--- config.mk ---
export PLATFORM = sky130hd
export DESIGN_NAME = axi4l_uart_regs
export DESIGN_NICKNAME = d
export VERILOG_FILES = /design/src/rtl/axi4l_uart_regs.sv
export SDC_FILE = /design/constraint.sdc
export NUM_CORES = 1
export LEC_CHECK = 0
export ABC_AREA = 1
export CORE_MARGIN = 2
export CORE_UTILIZATION = 45
export CTS_BUF_LIST = sky130_fd_sc_hd__clkbuf_8 sky130_fd_sc_hd__clkbuf_16
export CTS_CLUSTER_DIAMETER = 100
export DETAILED_ROUTE_END_ITERATION = 7
export GPL_ROUTABILITY_DRIVEN = 0
export PLACE_DENSITY_LB_ADDON = 0.2
export SLEW_MARGIN = 20
export SYNTH_ARGS = -nofsm -noshare
export SYNTH_HDL_FRONTEND = slang
export SYNTH_SLANG_ARGS = --single-unit
--- constraint.sdc ---
create_clock -name clk -period 1.35 [get_ports clk]
set_input_delay 0.2025 -clock clk [delete_from_list [all_inputs] [get_ports clk]]
set_output_delay 0.2025 -clock clk [all_outputs]
set_load 0.1 [all_outputs]
--- src/rtl/axi4l_uart_regs.sv ---
// AXI4-lite register file for a UART: CTRL/STATUS/TXDATA/RXDATA/SCRATCH.
// Writes feed a one-byte TX holding register; RXDATA reads pop a one-byte RX holding register.
module axi4l_uart_regs #(
    parameter int unsigned AXI_ADDR_WIDTH = 32,
    parameter int unsigned AXI_DATA_WIDTH = 32
) (
    input  logic                        clk,
    input  logic                        rst_n,
    input  logic [AXI_ADDR_WIDTH-1:0]   s_axi_awaddr,
    input  logic                        s_axi_awvalid,
    output logic                        s_axi_awready,
    input  logic [AXI_DATA_WIDTH-1:0]   s_axi_wdata,
    input  logic [AXI_DATA_WIDTH/8-1:0] s_axi_wstrb,
    input  logic                        s_axi_wvalid,
    output logic                        s_axi_wready,
    output logic [1:0]                  s_axi_bresp,
    output logic                        s_axi_bvalid,
    input  logic                        s_axi_bready,
    input  logic [AXI_ADDR_WIDTH-1:0]   s_axi_araddr,
    input  logic                        s_axi_arvalid,
    output logic                        s_axi_arready,
    output logic [AXI_DATA_WIDTH-1:0]   s_axi_rdata,
    output logic [1:0]                  s_axi_rresp,
    output logic                        s_axi_rvalid,
    input  logic                        s_axi_rready,
    output logic [7:0]                  tx_data,
    output logic                        tx_valid,
    input  logic                        tx_ready,
    input  logic [7:0]                  rx_data,
    input  logic                        rx_valid,
    output logic                        rx_enable,
    output logic                        tx_enable
);
    localparam int unsigned STRB_W = AXI_DATA_WIDTH / 8;
    localparam logic [1:0] RESP_OKAY   = 2'b00;
    localparam logic [1:0] RESP_SLVERR = 2'b10;
    localparam logic [2:0] REG_CTRL    = 3'd0;
    localparam logic [2:0] REG_STATUS  = 3'd1;
    localparam logic [2:0] REG_TXDATA  = 3'd2;
    localparam logic [2:0] REG_RXDATA  = 3'd3;
    localparam logic [2:0] REG_SCRATCH = 3'd4;

    logic                      aw_done, aw_done_n, w_done, w_done_n;
    logic [2:0]                aw_idx, aw_idx_n;
    logic [AXI_DATA_WIDTH-1:0] wdata_q, wdata_n;
    logic [STRB_W-1:0]         wstrb_q, wstrb_n;
    logic                      awready_n, wready_n, bvalid_n, arready_n, rvalid_n;
    logic [1:0]                bresp_n, rresp_n;
    logic [AXI_DATA_WIDTH-1:0] rdata_n, scratch, scratch_n;
    logic                      rx_en_n, tx_en_n;
    logic                      tx_full, tx_full_n, tx_valid_n, tx_ovr, tx_ovr_n;
    logic [7:0]                tx_data_n, rx_byte, rx_byte_n;
    logic                      rx_full, rx_full_n, rx_ovr, rx_ovr_n, rx_pop;
    logic                      unused_bits;

    assign unused_bits = ^{s_axi_awaddr[AXI_ADDR_WIDTH-1:5], s_axi_awaddr[1:0],
                           s_axi_araddr[AXI_ADDR_WIDTH-1:5], s_axi_araddr[1:0]};

    // Next-state logic for both channels and the TX/RX holding registers.
    always_comb begin
        aw_done_n  = aw_done;
        w_done_n   = w_done;
        aw_idx_n   = aw_idx;
        wdata_n    = wdata_q;
        wstrb_n    = wstrb_q;
        bvalid_n   = s_axi_bvalid;
        bresp_n    = s_axi_bresp;
        rvalid_n   = s_axi_rvalid;
        rresp_n    = s_axi_rresp;
        rdata_n    = s_axi_rdata;
        scratch_n  = scratch;
        rx_en_n    = rx_enable;
        tx_en_n    = tx_enable;
        tx_full_n  = tx_full;
        tx_data_n  = tx_data;
        tx_ovr_n   = tx_ovr;
        rx_full_n  = rx_full;
        rx_byte_n  = rx_byte;
        rx_ovr_n   = rx_ovr;
        rx_pop     = 1'b0;

        if (s_axi_awready && s_axi_awvalid) begin
            aw_done_n = 1'b1;
            aw_idx_n  = s_axi_awaddr[4:2];
        end
        if (s_axi_wready && s_axi_wvalid) begin
            w_done_n = 1'b1;
            wdata_n  = s_axi_wdata;
            wstrb_n  = s_axi_wstrb;
        end
        if (s_axi_bvalid && s_axi_bready) begin
            bvalid_n = 1'b0;
        end
        if (tx_valid && tx_ready) begin
            tx_full_n = 1'b0;
        end

        // Perform the write the cycle after address and data are both held.
        if (aw_done && w_done && !s_axi_bvalid) begin
            aw_done_n = 1'b0;
            w_done_n  = 1'b0;
            bvalid_n  = 1'b1;
            bresp_n   = RESP_OKAY;
            case (aw_idx)
                REG_CTRL: begin
                    if (wstrb_q[0]) begin
                        rx_en_n = wdata_q[0];
                        tx_en_n = wdata_q[1];
                    end
                end
                REG_STATUS: begin
                    if (wstrb_q[0] && wdata_q[2]) rx_ovr_n = 1'b0;
                    if (wstrb_q[0] && wdata_q[3]) tx_ovr_n = 1'b0;
                end
                REG_TXDATA: begin
                    // A handshake this cycle does not free the register for this write.
                    if (!wstrb_q[0]) begin
                        bresp_n = RESP_SLVERR;
                    end else if (tx_full) begin
                        tx_ovr_n = 1'b1;
                        bresp_n  = RESP_SLVERR;
                    end else begin
                        tx_full_n = 1'b1;
                        tx_data_n = wdata_q[7:0];
                    end
                end
                REG_SCRATCH: begin
                    for (int i = 0; i < int'(STRB_W); i++) begin
                        if (wstrb_q[i]) scratch_n[8*i +: 8] = wdata_q[8*i +: 8];
                    end
                end
                default: bresp_n = RESP_SLVERR;
            endcase
        end

        if (s_axi_arready && s_axi_arvalid) begin
            rvalid_n = 1'b1;
            rresp_n  = RESP_OKAY;
            rdata_n  = '0;
            case (s_axi_araddr[4:2])
                REG_CTRL:    rdata_n[1:0] = {tx_enable, rx_enable};
                REG_STATUS:  rdata_n[3:0] = {tx_ovr, rx_ovr, rx_full, !tx_full};
                REG_RXDATA: begin
                    rdata_n[7:0] = rx_full ? rx_byte : 8'h00;
                    rx_pop       = rx_full;
                end
                REG_SCRATCH: rdata_n = scratch;
                default:     rresp_n = RESP_SLVERR;
            endcase
        end else if (s_axi_rvalid && s_axi_rready) begin
            rvalid_n = 1'b0;
        end

        // Pop is applied before the incoming byte, so pop+arrival never overruns.
        if (rx_pop) rx_full_n = 1'b0;
        if (rx_valid && rx_enable) begin
            if (rx_full && !rx_pop) begin
                rx_ovr_n = 1'b1;
            end else begin
                rx_full_n = 1'b1;
                rx_byte_n = rx_data;
            end
        end

        awready_n  = !aw_done_n && !bvalid_n;
        wready_n   = !w_done_n && !bvalid_n;
        arready_n  = !rvalid_n;
        tx_valid_n = tx_full_n && tx_en_n;
    end

    // State register.
    always_ff @(posedge clk) begin
        if (!rst_n) begin
            aw_done       <= 1'b0;
            w_done        <= 1'b0;
            aw_idx        <= '0;
            wdata_q       <= '0;
            wstrb_q       <= '0;
            s_axi_awready <= 1'b0;
            s_axi_wready  <= 1'b0;
            s_axi_bvalid  <= 1'b0;
            s_axi_bresp   <= RESP_OKAY;
            s_axi_arready <= 1'b0;
            s_axi_rvalid  <= 1'b0;
            s_axi_rresp   <= RESP_OKAY;
            s_axi_rdata   <= '0;
            scratch       <= '0;
            rx_enable     <= 1'b0;
            tx_enable     <= 1'b0;
            tx_full       <= 1'b0;
            tx_valid      <= 1'b0;
            tx_data       <= '0;
            tx_ovr        <= 1'b0;
            rx_full       <= 1'b0;
            rx_byte       <= '0;
            rx_ovr        <= 1'b0;
        end else begin
            aw_done       <= aw_done_n;
            w_done        <= w_done_n;
            aw_idx        <= aw_idx_n;
            wdata_q       <= wdata_n;
            wstrb_q       <= wstrb_n;
            s_axi_awready <= awready_n;
            s_axi_wready  <= wready_n;
            s_axi_bvalid  <= bvalid_n;
            s_axi_bresp   <= bresp_n;
            s_axi_arready <= arready_n;
            s_axi_rvalid  <= rvalid_n;
            s_axi_rresp   <= rresp_n;
            s_axi_rdata   <= rdata_n;
            scratch       <= scratch_n;
            rx_enable     <= rx_en_n;
            tx_enable     <= tx_en_n;
            tx_full       <= tx_full_n;
            tx_valid      <= tx_valid_n;
            tx_data       <= tx_data_n;
            tx_ovr        <= tx_ovr_n;
            rx_full       <= rx_full_n;
            rx_byte       <= rx_byte_n;
            rx_ovr        <= rx_ovr_n;
        end
    end
endmodule

* Word-level counts from Yosys, hierarchy flattened
Cells that the tools add are included.
** Word-level totals
- Logic and storage cells :: 111
- Output and inout port bits :: 52
- Register bits :: 137
** Operators by class
- Bitwise operators :: 2
- Equal/unequal tests :: 9
- Reductions and logical operators :: 35
- Multiplexer cells :: 39
** Operator list (count)
- 1-bit 2-to-1 mux :: 29
- 24-bit 2-to-1 mux :: 1
- 1-bit logical AND :: 15
- 3-bit AND reduction :: 5
- 8-bit 2-to-1 mux :: 1
- 2-bit case mux with 4 select lines :: 1
- 4-bit case mux with 2 select lines :: 1
- 1-bit logical NOT :: 7
- 3-bit by 1-bit equality test with 1-bit output, second input constant :: 2
- 3-bit by 2-bit equality test with 1-bit output, second input constant :: 2
- 3-bit equality test, second input constant :: 2
- 3-bit logical NOT :: 2
- 2-bit 2-to-1 mux :: 3
- 2-bit != test, second input constant :: 3
- 2-bit case mux with 3 select lines :: 1
- 5-bit AND reduction :: 1
- 2-bit case mux with 2 select lines :: 1
- 4-bit AND reduction :: 1
- 4-bit OR reduction :: 1
- 3-bit OR reduction :: 1
- 1-bit inverter :: 2
- 1-bit case mux with 2 select lines :: 1
- 2-bit AND reduction :: 1
- 2-bit nonzero test :: 1

* Longest topological paths before layout
Gate-level depths: netlist of the first run.
- Word-level depth :: 7
- Mapped depth :: 8
- Depth with buffers taken out :: 8

* Worst setup path before layout of the first run
Ideal clock, no wire load.
- Path type :: register -> register
- Start :: register s_axi_arready
- End :: register s_axi_rdata[17]
- Library setup time :: 0.128 ns
- Stages on the path, launching flop included :: 6
- Data required time :: 1.222 ns
- Buffers on the path :: 2
- Data arrival time :: 1.800 ns
- Slack :: -0.578 ns
- Cells stage by stage :: dfxtp_1 nand2_2 inv_2 buf_4 clkbuf_1 a21oi_1
** Between the ends
- Word-level cells in the longest chain between the ends :: 1
** Ends and longest elaborated chain
- from (decl) :: RTL line 21 : output logic s_axi_arready,
- from (signal assigned) :: RTL line 207 : s_axi_arready <= arready_n;
- 1-bit logical AND :: RTL line 136 : if (s_axi_arready && s_axi_arvalid) begin
- to (signal assigned) :: RTL line 210 : s_axi_rdata <= rdata_n;
- to (decl) :: RTL line 22 : output logic [AXI_DATA_WIDTH-1:0] s_axi_rdata,
Every way passes these cells.
A chain may end at the register's enable or synchronous reset.

* Worst setup path after layout of the first run
- Start :: register s_axi_bvalid
- End :: register scratch[24]
** Between the ends
- Word-level cells in the longest chain between the ends :: 3
** Ends and longest elaborated chain
- from (decl) :: RTL line 17 : output logic s_axi_bvalid,
- from (signal assigned) :: RTL line 205 : s_axi_bvalid <= bvalid_n;
- 1-bit logical NOT :: RTL line 99 : if (aw_done && w_done && !s_axi_bvalid) begin
- 1-bit logical AND :: RTL line 99
- 3-bit AND reduction (no line)
- to (signal assigned) :: RTL line 211 : scratch <= scratch_n;
- to (decl) :: RTL line 49 : logic [AXI_DATA_WIDTH-1:0] rdata_n, scratch, scratch_n;
Every way passes these cells.

==> flow_metrics.tcl, run 1 <==
set metrics [dict create \
    period_share_pct 98.7 \
    ys_seq_area_share_pct 54.0 \
    row_count 38 \
    crit_path_end_kind "flop" \
    initial_core_util_pct 46.2 \
    leakagePower_nw 2.94 \
    slew_violations 0 \
    diodes 0 \
    io_buffers 108 \
    ir_drop_v 0.000728 \
    fin_worst_skew_ns 0.0141 \
    fp.dieW_um 109 \
    synth_top_area_share_pct 54.0 \
    wl_per_cell_um 13.3 \
    layout-drive-gt1-share_pct 18.0 \
    power.density_nw_per_um2 1370 \
    drc 0 \
    grtUsageTotal_pct 21.1 \
    clkTransAtPathRegs_ns 0.06 \
    cts.sinks 135 \
    antenna_found_initial 0 \
    cts_tree "done" \
    start_kind "flop" \
    reg2reg_setup_slack_ns 0.02 \
    cts.root.buffer_cell "clkbuf_8" \
    min_period_ns 1.33 \
    grt.overflow.total 0 \
    netlist_area_sq_um 5010 \
    ys_ff_latch 135 \
    cp.arrival_ns 1.72 \
    hpwlAfterDp_um 8520 \
    rsz0062_at_grt "true" \
    nets 883 \
    syn_to_final_growth_pct 48.7 \
    cp_max_fo 9 \
    cts_buffers 17 \
    total_power_mw 10.2 \
    fmax_mhz 750 \
    io_pins 169 \
    hold_path.class "input pin to flop" \
    first_iter_violations 240 \
    drtPass1Iterations 5 \
    synth_area_per_cell_sq_um 7.72 \
    hold_path_startpoint "rst_n" \
    grt_pass1_wl_um 19900 \
    yosysUniqueCellTypes 30 \
    vias 4598 \
    crit_type "flop to flop" \
    ctsHoldBuffers 0 \
    syn_inst 649 \
    grt_pass1_vias 4402 \
    worstPathRequired_ns 1.74 \
    htree_levels 4 \
    relSlewSlack_pct 65.3 \
    avgViaCountPerCell 5.00 \
    tns_ns 0 \
    grt_max_degree 91 \
    ant_nets 0 \
    post-route-util_pct 68.7 \
    r2r_start "s_axi_bvalid" \
    ys_top_cells_by_area "dfxtp_1 54%, nor2_1 13%, o21ai_0 12%" \
    crit_start "s_axi_bvalid" \
    core_area_sq_um 10800 \
    status "completed" \
    yosys.area.top_type "dfxtp_1" \
    setup_viol 0 \
    worstMarginPinSlew_ns 0.520 \
    die_h_um 109 \
    die_area_sq_um 12000 \
    wirelength_um 12200 \
    clk_latency_ns 0.51 \
    yosysWarnings 0 \
    max_cap_violations 0 \
    clk_path_buf_depth 2 \
    hold_viol_final 0 \
]
==> cell usage after synthesis <==
cell type	count
nand4_1	1
a31oi_1	5
or2_2	1
buf_1	2
inv_2	9
dfxtp_1	135
nor3_1	2
o21ai_1	1
nor2_2	3
clkinv_4	1
o21ai_0	116
buf_6	2
o21bai_1	1
conb_1	1
nor2_4	1
nor3_2	1
clkinv_1	1
buf_4	4
nand2_1	70
a21oi_1	42
nand2_4	1
clkbuf_2	2
nand4_2	1
buf_2	4
nand3_4	3
inv_1	21
nor2_1	180
nand2_2	5
clkbuf_1	18
nand3_1	15
==> path summary, 6_finish.rpt <==
| check | cells past startpoint | end |
|---|---|---|
| worst max-delay path | 6 | scratch[24] |
| worst min-delay path | 4 | wdata_q[2] |
| worst max register to register | 6 | scratch[24] |
| worst min register to register | 2 | s_axi_rdata[28] |
==> state kept, by name, indices dropped and copies added (netlist names) <==
register and count:
s_axi_bresp 1, tx_valid 1, tx_data 8, s_axi_awready 1, rx_full 1, aw_idx 3, rx_ovr 1, s_axi_arready 1
s_axi_bvalid 1, tx_ovr 1, s_axi_rvalid 1, s_axi_wready 1, wdata_q 32, rx_byte 8, tx_enable 1, wstrb_q 4
s_axi_rdata 32, w_done 1, rx_enable 1, s_axi_rresp 1, tx_full 1, aw_done 1, scratch 32
==> critical path: stages, from the launching register on <==
cell      delay [ns]
dfxtp_4         0.36
inv_1           0.10
nand3_1         0.17
clkinv_4        0.17
nand3_4         0.15
o21ai_0         0.21
nor2_1          0.06
==> through the flow <==
step	worst slack [ns]	cell area (sq um)	instances	hold WS, ns
6_report	0.0174	7450	919	0.215
5_1_grt	-0.0675	7450	919	0.211
4_1_cts	0.0106	7400	917	0.196
3_5_place_dp	-0.239	6810	885	0.453
3_3_place_gp	-0.180	6810	885	0.444
2_1_floorplan	0.00885	5030	650	0.351
==> metal layers <==
layer	share of wire, %	track usage (%)	up-vias
met1	44	26.7	2109
met3	5.4	5.04	13
met5	0	0	-
met2	49	35.6	129
li1	-	-	2347
met4	1.1	6.78	0
==> power breakdown <==
group | total, mW | internal, mW | switching, mW
Sequential | 4.28 | 4.14 | 0.133
Clock | 4.55 | 2.82 | 1.73
Combinational | 1.39 | 0.549 | 0.842
==> layout by cell type, fill, tap and decap left out, types with 7 or more instances in the layout <==
cell,n
a21oi_1,42
buf_12,53
buf_4,17
clkbuf_16,16
clkdlybuf4s50_1,57
dfxtp_1,126
inv_1,23
nand2_1,70
nand3_1,15
nor2_1,178
o21ai_0,110
o21ai_1,7
==> timing repair <==
item,4_1_cts,5_1_grt
pin swaps,0,1
endpoints found under the hold margin,0,0
gates cloned,0,1
setup endpoints to repair,2,41
setup buffers,0,1
gates resized for setup,1,17
==> cells by family after synthesis <==
family                 synth area share (%)
AOI/OAI and AO/OA                      16.7
buffers and inverters                  5.65
DFF                                    54.0
other                                0.0749
and+or+nand+nor                        23.6
==> area by class of cell <==
cell class | instances | area (sq um)
clock inverter | 15 | 176
sequential | 135 | 2720
clock buffer | 17 | 414
timing repair buffer | 128 | 1760
multi-input combinational | 452 | 2060
tap | 140 | 175
fill | 865 | 3390
inverter | 32 | 140
Power figures use the tool's default switching activity.
==> run 2: changes to the inputs <==
--- a/config.mk
+++ b/config.mk
@@ -6,7 +6,7 @@
 export NUM_CORES = 1
 export LEC_CHECK = 0
 export ABC_AREA = 1
-export CORE_MARGIN = 2
+export CORE_MARGIN = 1
 export CORE_UTILIZATION = 45
 export CTS_BUF_LIST = sky130_fd_sc_hd__clkbuf_8 sky130_fd_sc_hd__clkbuf_16
 export CTS_CLUSTER_DIAMETER = 100
==> flow_metrics.tcl, run 2 (synthesis gave the netlist of run 1 again) <==
set metrics [dict create \
    status "completed" \
    start_kind "flop" \
    cts.root.buffer_cell "clkbuf_8" \
    grt_pass1_wl_um 19800 \
    ctsHoldBuffers 0 \
    hold_path_startpoint "rst_n" \
    crit_path_max_incr_delay_ns 0.40 \
    reg_top3 "s_axi_rdata: 32 flops, scratch: 32 flops, wdata_q: 32 flops" \
    htree_levels 4 \
    layout-drive-gt1-share_pct 18.7 \
    leakagePower_nw 2.93 \
    critPathSlowestCell "dfxtp_1" \
    total_power_mw 10.1 \
    wirelength_um 12000 \
    io_buffers 108 \
    hold_ws_ns 0.0266 \
    hpwlAfterDp_um 8550 \
    antenna_found_initial 0 \
    min_period_ns 1.31 \
    fp.dieW_um 107 \
    cts_buffers 17 \
    p_comb_share_pct 13.9 \
    path_cells "buf_12" \
    p_sw_share_pct 27.1 \
    r2r_start "s_axi_bvalid" \
    cts_tree "done" \
    nets 883 \
    first_iter_violations 209 \
    whs_path_depth 3 \
    initial_core_util_pct 46.2 \
    hold_end "s_axi_rresp[1]" \
    diodes 0 \
    clkPwrFrac_pct 43.6 \
    reg2reg_setup_slack_ns 0.12 \
    avgViaCountPerCell 4.98 \
    mostFrequentLayoutCell "nor2_1" \
    crit_type "flop to output port" \
    clkTransAtPathRegs_ns 0.06 \
    fill_cells 872 \
    io_pins 169 \
    ir_drop_v 0.000994 \
    syn_to_final_growth_pct 48.9 \
    core_area_sq_um 10800 \
    crit_path_end_kind "output port" \
    die_area_sq_um 11600 \
    hold_path.class "input pin to flop" \
    fin_worst_skew_ns 0.0103 \
    worstPathRequired_ns 1.15 \
    tns_ns 0 \
    cp_num_buf_inv 1 \
    ant_nets 0 \
    max_cap_violations 0 \
    drtPass1Iterations 5 \
    vias 4580 \
    cp_max_fo 2 \
    fmax_mhz 761 \
    relSlewSlack_pct 64.1 \
    grt_max_degree 62 \
    wl_per_cell_um 13.0 \
    slew_violations 0 \
    die_h_um 107 \
    worstMarginPinSlew_ns 0.537 \
    net-switching-power_mw 2.72 \
    clk_latency_ns 0.51 \
    hold_viol_final 0 \
    period_share_pct 97.4 \
    internal_power_mw 7.34 \
    ff2ff_path_depth 7 \
    grtUsageTotal_pct 21.9 \
    reg2reg_to "scratch[16]" \
    row_count 38 \
    crit_family "flip-flops" \
    power.share.sequential_pct 42.5 \
    layout_common_cells "177 x nor2_1, 124 x dfxtp_1, 104 x o21ai_0" \
    pre_cts_slack_ns -0.255 \
    power.density_nw_per_um2 1350 \
    grt.overflow.total 0 \
    timing.final.ws_setup_ns 0.0351 \
    grt_pass1_vias 4312 \
    multi_input_area_sq_um 2060 \
    drc 0 \
    clk_path_buf_depth 2 \
    regArea_sq_um 2720 \
    cp.arrival_ns 1.11 \
    cts.sinks 135 \
    setup_viol 0 \
]
-- run 2: changes by cell type in the layout (fill, tap and decap cells not counted), moves of 2 or more --
cell	before	now
dfxtp_2	6	8
nand2_1	70	68
dfxtp_1	126	124
o21ai_1	7	13
nand2_2	3	5
o21ai_0	110	104
-- run 2: through the flow --
| stage | area [sq um] | utilization, % | std cells |
|---|---|---|---|
| 2_1_floorplan | 5030 | - | 650 |
| 3_3_place_gp | 6830 | 63.0 | 886 |
| 6_report | 7450 | 68.8 | 919 |
| 4_1_cts | 7390 | 68.2 | 918 |
| 5_1_grt | 7450 | 68.8 | 919 |
| 3_5_place_dp | 6830 | 63.0 | 886 |
-- run 2: what timing repair did --
| item | CTS | global route |
|---|---|---|
| hold endpoints to repair | 0 | 0 |
| buffers inserted | 0 | 1 |
| setup endpoints to repair | 0 | 45 |
| resized for setup | 0 | 30 |
-- run 2: worst max path at each step --
stage / startpoint / end / slack (ns) / cells after the start
floorplan: s_axi_bresp[1] / s_axi_bresp[1] / 0.009 / 2
global placement: s_axi_araddr[2] / rx_byte[0] / -0.18 / 8
detailed placement: s_axi_araddr[3] / s_axi_rdata[5] / -0.25 / 6
CTS: s_axi_bvalid / scratch[19] / 0.003 / 7
global route: aw_idx[1] / scratch[23] / -0.005 / 7
finish: tx_data[7] / tx_data[7] / 0.04 / 1
-- run 2: cell type report --
class	count	share of cell area, %
clock inverters	15	2.05
inverters	32	1.90
flip-flops and latches	135	36.5
multi-input cells	451	27.7
well taps	140	2.35
repair buffers	129	23.9
clock buffers	17	5.56
-- run 2: routing by layer --
layer | vias up | wire length (um) | GRT usage, % | share of wire (%)
met5 | - | 0 | 0 | 0
met4 | 0 | 97 | 6.16 | 0.81
met3 | 12 | 676 | 5.75 | 5.6
met2 | 137 | 5890 | 36.6 | 49
met1 | 2092 | 5310 | 27.7 | 44
li1 | 2339 | - | - | -
-- run 2: power groups by stage --
stage	sequential (mW)	combinational (mW)	clock, mW
3_5_place_dp	4.35	1.38	0
4_1_cts	4.27	1.39	4.44
3_3_place_gp	4.35	1.37	0
5_1_grt	4.29	1.49	4.67
2_1_floorplan	4.74	0.410	0
6_report	4.28	1.40	4.39
==> run 3: changes to the inputs <==
--- a/config.mk
+++ b/config.mk
@@ -5,14 +5,14 @@
 export SDC_FILE = /design/constraint.sdc
 export NUM_CORES = 1
 export LEC_CHECK = 0
-export ABC_AREA = 1
 export CORE_MARGIN = 1
-export CORE_UTILIZATION = 45
+export CORE_UTILIZATION = 46
 export CTS_BUF_LIST = sky130_fd_sc_hd__clkbuf_8 sky130_fd_sc_hd__clkbuf_16
 export CTS_CLUSTER_DIAMETER = 100
 export DETAILED_ROUTE_END_ITERATION = 7
 export GPL_ROUTABILITY_DRIVEN = 0
 export PLACE_DENSITY_LB_ADDON = 0.2
+export REMOVE_ABC_BUFFERS = 1
 export SLEW_MARGIN = 20
 export SYNTH_ARGS = -nofsm -noshare
 export SYNTH_HDL_FRONTEND = slang
==> flow_metrics.tcl, run 3 <==
set metrics [dict create \
    avgViaCountPerCell 5.41 \
    layout_common_cells "155 x nand2_1, 124 x dfxtp_1, 70 x a21oi_1" \
    crit_type "flop to flop" \
    cts.root.buffer_cell "clkbuf_8" \
    nets 863 \
    timing.final.ws_setup_ns -0.114 \
    synth_ff_type "dfxtp_1" \
    yosysMostFrequentCell "nand2_1" \
    cts.sinks 135 \
    design_area_sq_um 7920 \
    synthTopCellsByCount "156 x nand2_1, 135 x dfxtp_1, 70 x a21oi_1" \
    grt_pass1_vias 4740 \
    rsz0062_at_grt "true" \
    reg_top3 "s_axi_rdata: 32 flops, scratch: 32 flops, wdata_q: 32 flops" \
    wl_met1_um 5810 \
    worstPathRequired_ns 1.73 \
    ys_ff_latch 135 \
    violations "setup timing" \
    yosys.area.top_type "dfxtp_1" \
    netlist_area_sq_um 5070 \
    fin_worst_skew_ns 0.00704 \
    vias 4838 \
    wl_per_cell_um 15.8 \
    io_buffers 108 \
    ir_drop_v 0.000794 \
    hold_viol_final 0 \
    wirelength_um 14100 \
    hold_path.class "input pin to flop" \
    die_h_um 107 \
    core_area_sq_um 10500 \
    clk_path_buf_depth 2 \
    first_iter_violations 291 \
    multi_input_area_sq_um 2310 \
    cts_buffers 17 \
    setup_viol 36 \
    die_area_sq_um 11500 \
    regArea_sq_um 2720 \
    max_cap_violations 0 \
    yosysWarnings 0 \
    total_power_mw 9.49 \
    period_share_pct 108 \
    post-route-util_pct 75.4 \
    clk_latency_ns 0.51 \
    initial_core_util_pct 48.3 \
    grt.overflow.total 0 \
    grt_pass1_wl_um 22500 \
    mostFrequentLayoutCell "nand2_1" \
    drc 0 \
    syn_to_final_growth_pct 56.2 \
    synth_area_per_cell_sq_um 8.25 \
    drtPass1Iterations 5 \
    leakagePower_nw 2.95 \
    async_reset_ff_share_pct 0 \
    cts_tree "done" \
    start_kind "flop" \
    fill_cells 694 \
    top_layer_used "met4" \
    crit_path_end_kind "flop" \
    fmax_mhz 683 \
    cp_max_fo 9 \
    ant_nets 0 \
    row_count 37 \
    cp.arrival_ns 1.85 \
    antenna_found_initial 0 \
    yosysUniqueCellTypes 38 \
    synth_edf_count 0 \
    slew_violations 0 \
    placed_cell_area_sq_um 7060 \
    ys_seq_area_share_pct 53.3 \
    min_period_ns 1.46 \
    ys_top_cells_by_area "dfxtp_1 53%, nand2_1 12%, a21oi_1 6.9%" \
    grtUsageTotal_pct 25.2 \
    htree_levels 4 \
    met2_length_um 7300 \
    syn_inst 615 \
    power.density_nw_per_um2 1200 \
    hpwlAfterDp_um 8990 \
    wl_met3_um 857 \
    grt_max_degree 53 \
    io_pins 169 \
    layout-drive-gt1-share_pct 22.7 \
    diodes 0 \
    tns_ns -2.34 \
    reg2reg_setup_slack_ns -0.11 \
    clkTransAtPathRegs_ns 0.06 \
    synth_top_area_share_pct 53.3 \
    ctsHoldBuffers 0 \
    status "complete, but fails checks" \
    fp.dieW_um 107 \
]
run 3: report_power, final:
part / switching (mW) / internal (mW)
Combinational: 0.540 / 0.409
Clock: 1.77 / 2.63
Sequential: 0.0702 / 4.07
run 3: logic make-up (layout without fill, tap and decap cells):
family	count (synthesis)	after routing	synth area share [%]
other cells	1	2	0.0739
mux	20	20	3.95
simple gates	269	269	23.3
compound gates	135	135	15.0
buf+inv	55	198	4.37
flops	135	135	53.3
run 3: metrics by stage:
| step | setup WS [ns] | hold WS (ns) | cells |
|---|---|---|---|
| after global routing | -0.176 | 0.161 | 895 |
| final | -0.114 | 0.152 | 895 |
| after floorplan | -1.76 | 0.338 | 567 |
| after global placement | -0.339 | 0.441 | 855 |
| after CTS | -0.0876 | 0.134 | 889 |
| after detailed placement | -0.426 | 0.447 | 855 |
run 3: layout make-up:
type	count	area share, %
sequential	135	34.3
clock buffer	17	5.23
inverter	6	0.284
multi-input combinational	426	29.2
clock inverter	15	1.97
timing repair buffer	160	26.9
tap	136	2.15
run 3: final timing paths:
check,startpoint,to,cells past startpoint
worst min-delay path,rst_n,s_axi_rresp[1],3
worst max-delay path,s_axi_bvalid,tx_data[4],6
worst max register to register,s_axi_bvalid,tx_data[4],6
worst min register to register,scratch[2],scratch[2],2
run 3: what timing repair did:
item,CTS,global route
endpoints found under the hold margin,0,0
gates cloned,1,2
setup buffers,1,5
resized for setup,41,32
setup endpoints to repair,58,56
pin swaps,8,3
run 3: worst max-delay path: stages (launching register included):
cell and delay, ns:
dfxtp_2 0.32, buf_6 0.11, and4bb_4 0.35, nand4b_1 0.12
buf_6 0.18, mux2i_1 0.20, nor2_1 0.06
run 3: metal layers:
layer | up-vias | track usage [%]
met5 | - | 0
met3 | 12 | 5.90
met4 | 0 | 7.83
met2 | 186 | 45.9
met1 | 2287 | 29.2
li1 | 2353 | -
